<file path="config.mk">
export PLATFORM = sky130hd
export DESIGN_NAME = reg_file_sb
export DESIGN_NICKNAME = d
export VERILOG_FILES = /design/src/rtl/reg_file_sb.sv
export SDC_FILE = /design/constraint.sdc
export NUM_CORES = 1
export LEC_CHECK = 0
export BUFFER_PORTS_ARGS = -buffer_cell sky130_fd_sc_hd__buf_2
export CORE_UTILIZATION = 55
export CTS_BUF_LIST = sky130_fd_sc_hd__clkbuf_16
export CTS_CLUSTER_DIAMETER = 80
export DETAILED_ROUTE_END_ITERATION = 12
export GPL_ROUTABILITY_DRIVEN = 0
export PLACE_DENSITY_LB_ADDON = 0.25
export SLEW_MARGIN = 10
export SYNTH_ARGS = -nofsm -noshare
export SYNTH_HDL_FRONTEND = slang
export SYNTH_SLANG_ARGS = --single-unit
</file>
<file path="constraint.sdc">
create_clock -name clk -period 4.3 [get_ports clk]
set_input_delay 0.43 -clock clk [delete_from_list [all_inputs] [get_ports clk]]
set_output_delay 0.43 -clock clk [all_outputs]
set_load 0.01 [all_outputs]
</file>
<file path="src/rtl/reg_file_sb.sv">
// reg_file_sb: register file with link-register shift, write bypass, pending scoreboard and sweep clear.
module reg_file_sb #(
  parameter int DW         = 32,
  parameter int AW         = 5,
  parameter int BYPASS     = 1,
  parameter int LINK_IDX   = 31,
  parameter int LINK_SHIFT = 2
) (
  input  logic          clk,
  input  logic          rst_n,
  input  logic          clr_req,
  output logic          ready,
  input  logic          reg_fileWr,
  input  logic [AW-1:0] Rw,
  input  logic [DW-1:0] busW,
  input  logic [AW-1:0] Ra,
  input  logic [AW-1:0] Rb,
  output logic [DW-1:0] busA,
  output logic [DW-1:0] busB,
  input  logic          iss_en,
  input  logic [AW-1:0] iss_rd,
  output logic          busy_a,
  output logic          busy_b
);
  localparam int DEPTH = 1 << AW;
  localparam logic IDLE  = 1'b0;
  localparam logic CLEAR = 1'b1;
  logic             state;
  logic [AW-1:0]    ptr;
  logic [DEPTH-1:0] pending;
  logic [DW-1:0]    mem [DEPTH];
  logic             idle, wr_ok, iss_ok, byp_a, byp_b;
  logic [DW-1:0]    wval;
  always_comb begin
    idle   = state == IDLE;
    wr_ok  = idle && reg_fileWr && Rw != '0;
    iss_ok = idle && iss_en && iss_rd != '0;
    wval   = Rw == AW'(LINK_IDX) ? DW'(busW << LINK_SHIFT) : busW;
    byp_a  = BYPASS != 0 && wr_ok && Rw == Ra;
    byp_b  = BYPASS != 0 && wr_ok && Rw == Rb;
    busA   = (!idle || Ra == '0) ? '0 : byp_a ? wval : mem[Ra];
    busB   = (!idle || Rb == '0) ? '0 : byp_b ? wval : mem[Rb];
    busy_a = idle && Ra != '0 && !byp_a && pending[Ra];
    busy_b = idle && Rb != '0 && !byp_b && pending[Rb];
  end
  always_ff @(posedge clk or negedge rst_n) begin
    if (!rst_n) begin
      state   <= CLEAR;
      ptr     <= '0;
      pending <= '0;
      ready   <= 1'b0;
    end else if (state == CLEAR) begin
      pending[ptr] <= 1'b0;
      ptr          <= ptr + 1'b1;
      if (&ptr) begin
        state <= IDLE;
        ready <= 1'b1;
      end
    end else begin
      if (clr_req) begin
        state <= CLEAR;
        ptr   <= '0;
        ready <= 1'b0;
      end
      // issue is applied after the write so a same-index issue keeps the entry pending
      if (wr_ok) pending[Rw] <= 1'b0;
      if (iss_ok) pending[iss_rd] <= 1'b1;
    end
  end
  always_ff @(posedge clk) begin
    if (!idle) mem[ptr] <= '0;
    else if (wr_ok) mem[Rw] <= wval;
  end
endmodule

</file>
==> results by group <==
Status
  • Status: complete, no violations

Worst setup path
  • Worst Reg-to-Reg Cells: 5
  • CP arrival: about 3700 ps
  • Critical path class: reg -> out
  • CP Max Fanout: 44
  • Startpoint Class: flip-flop
  • CP endpoint kind: output port
  • WP data required: between 3000 and 4000 ps

Layout
  • Layout area overhead: 12.8%
  • Fin util: 0.627
  • Share of cells above drive strength 1: 0.337
  • Final net count: 3078

Clock tree
  • Clock transition at path regs: 70 ps
  • Worst-skew pair later-pin latency: 700 ps
  • Clock sinks: between 1000 and 1500
  • Post-cts resize count: 0
  • H-tree levels: 3
  • Clk root buf: clkbuf_16
  • Inserted Clock Buffers: ~100
  • CTS tree: built
  • Clock buffer depth: 3

STA
  • Max frequency: ~240 MHz
  • Final clock skew: 39.3 ps
  • Final Hold Vio Count: 0
  • Slew margin rel.: 0.174
  • Final Critical Period: ~4100 ps
  • Slew @ Worst Pin: between 1000 and 1500 ps
  • Pins Over Slew Limit: 0
  • Fin crit share: 0.950
  • Setup-failing EPs final: 0
  • RSZ-0062 raised after global routing: no
  • Sum Neg Setup Slack: 0 ps
  • Hold WS: roughly 27 ps

Synth
  • Syn nets: around 3000
  • Asr flop ratio synth: 0.0367
  • Unique masters post-synth: 68
  • Synth Flop Type: edfxtp_1
  • Synth Register Bits: approximately 1100
  • Syn Inst Count: 2868
  • Register area share after synthesis: 0.623
  • Syn avg cell area: between 15 and 20 µm²
  • Number of synthesized flops with an enable pin: about 1000
  • Post-Syn Area: between 0.05 and 0.06 mm²
  • Ys Warns: 0

Die
  • Core ar.: slightly above 0.09 mm²
  • Row count: 111
  • Chip Height: 306 µm
  • Die ar.: roughly 0.094 mm²
  • Die Wd: around 300 µm
  • Initial Utilization: 0.556
  • # IOs: 124

Global route
  • Largest net degree at the start of global routing: between 80 and 90
  • Vias in the first global route: around 33000
  • First-pass GRT wire length: between 200000 and 250000 µm
  • Total GRT Usage: 0.342
  • Grt total ovfl: 0
  • Antenna violations before repair: 6

Power
  • Switching Share: 0.281
  • LEAKAGE: roughly 19 nW
  • Sequential share of power: 0.471
  • Sw Pwr: 0.00788 W
  • Internal: 0.0202 W
  • Peak VDD IR: approximately 0.41 mV
  • Clk pwr share: 0.350
  • Power density cells: between 400 and 500 mW/mm²
  • Comb pwr share: 0.179

Placement
  • DP Wirelength: between 90000 and 100000 µm
  • Port Buf Inserts: 123

Routing
  • DR iter-0 viols: ~5400
  • Pre-antenna DRT Iters: 8
  • Routed Antenna Nets: 0
  • Via density: about 7.5
  • Avg WL per Cell: 37.1 µm
  • # DRC: 0
  • Detailed Route WL: 159000 µm
  • DR vias: ~32000

Run
  • Max cap viols: 0

Hold path
  • Worst min-delay path class: in -> reg
  • Cells on Worst Hold Path: 2
[worst max-delay path, stage by stage (launching register included)]
cell      delay [ps]
dfstp_2          370
buf_4            280
inv_1            510
o311ai_4         200
buf_4            270
a211oi_1         990
a221o_1          220
buf_2            140
[kinds of logic after synthesis]
family | after synthesis | share of synthesized area
DFF | 1063 | 0.623
muxes | 636 | 0.245
AOI/OAI and AO/OA | 544 | 0.0742
and+or+nand+nor | 328 | 0.0283
buffers and inverters | 281 | 0.0263
xor gates and xnor gates | 11 | 0.00189
adders and majority gates | 5 | 0.00123
[layout make-up]
class / instances / area (µm²)
antenna: 1 / 2.50
clock buffer: 107 / 2680
clock inverter: 89 / 1020
fill: 6319 / 34200
inverter: 41 / 154
multi-input combinational: 1524 / 18200
sequential: 1063 / 31700
tap: 1186 / 1480
timing repair buffer: 282 / 2230
[power by group through the flow]
| stage | registers, W | logic (W) | clock network [W] |
|---|---|---|---|
| global route | 0.0133 | 0.00516 | 0.0102 |
| detailed placement | 0.0134 | 0.00489 | 0 |
| global placement | 0.0133 | 0.00483 | 0 |
| floorplan | 0.0132 | 0.00281 | 0 |
| CTS | 0.0132 | 0.00491 | 0.00986 |
| finish | 0.0132 | 0.00502 | 0.00983 |
[cell usage after synthesis (5+ instances only)]
master    instances  area, µm²
edfxtp_1       1024      30700
mux4_2          487      11000
nand2_1         152        571
mux2i_1         115       1150
clkbuf_1         95        357
nor2_1           95        357
o21ai_0          95        475
o22ai_1          93        582
a22oi_1          90        676
buf_2            83        415
a21oi_1          72        360
inv_1            40        150
o221ai_1         39        342
dfrtp_1          38        951
mux2_2           34        383
buf_4            31        233
o32a_1           31        310
a211oi_1         29        218
a221o_1          28        280
buf_1            22       82.6
o21ai_2          18        158
nand2b_1         15       93.8
nand3_1          15       75.1
o21ai_1          14       70.1
nor2b_1          10       62.6
nor3_1           10       50.1
buf_6             9        101
xnor2_1           9       78.8
a31oi_1           6       37.5
ha_1              5       62.6
or2_2             5       31.3
[placed cells by master, fill, tap and decap left out, types with 13 or more instances in the layout]
cell	instances
a211oi_1	29
a21oi_1	72
a221o_1	28
a22oi_1	90
buf_12	30
buf_2	117
buf_4	130
bufinv_16	20
clkbuf_16	107
clkinv_1	16
clkinv_2	15
dfrtp_1	38
edfxtp_1	1024
inv_1	53
mux2_2	34
mux2i_1	115
mux4_2	487
nand2_1	151
nand2b_1	13
nand3_1	15
nor2_1	59
nor2_4	36
o21ai_0	95
o21ai_1	14
o21ai_2	18
o221ai_1	39
o22ai_1	93
o32a_1	31
[per-layer routing]
layer  share of wire  GRT usage  vias up
met3            0.14     0.0944      521
met2            0.45      0.507     2794
met1            0.35      0.467    16500
met5         0.00034          0        -
li1                -          -    12500
met4           0.061      0.176        8
[final timing paths]
check | startpoint | endpoint | slack (ps)
worst min-delay path | clr_req | ptr[1] | 30
worst max-delay path | state | busB[2] | 220
worst min register to register | ready | ready | 560
min in group asynchronous | rst_n | pending[1] | 430
worst max register to register | state | mem[12][1] | 1020
max in group asynchronous | rst_n | ptr[0] | 3280
[flip-flops by register name, indices dropped and copies added (netlist names)]
signal and flops:
pending 32, state 1, mem 1024, ptr 5, ready 1
[stage by stage]
step                total power [W]  cells  setup slack [ps]  cell area [µm²]
finish                       0.0281   4293               217            57500
global route                 0.0287   4293               235            57500
CTS                          0.0280   4292               433            57500
detailed placement           0.0183   4095               758            53800
global placement             0.0181   4095               715            53800
floorplan                    0.0160   2868               736            51000
[timing repair]
| action | in CTS | in global routing |
|---|---|---|
| setup buffers | 0 | 0 |
| hold endpoints to repair | 38 | 0 |
| hold buffers | 1 | 0 |
Note: power is estimated with default switching activity, not from simulation.
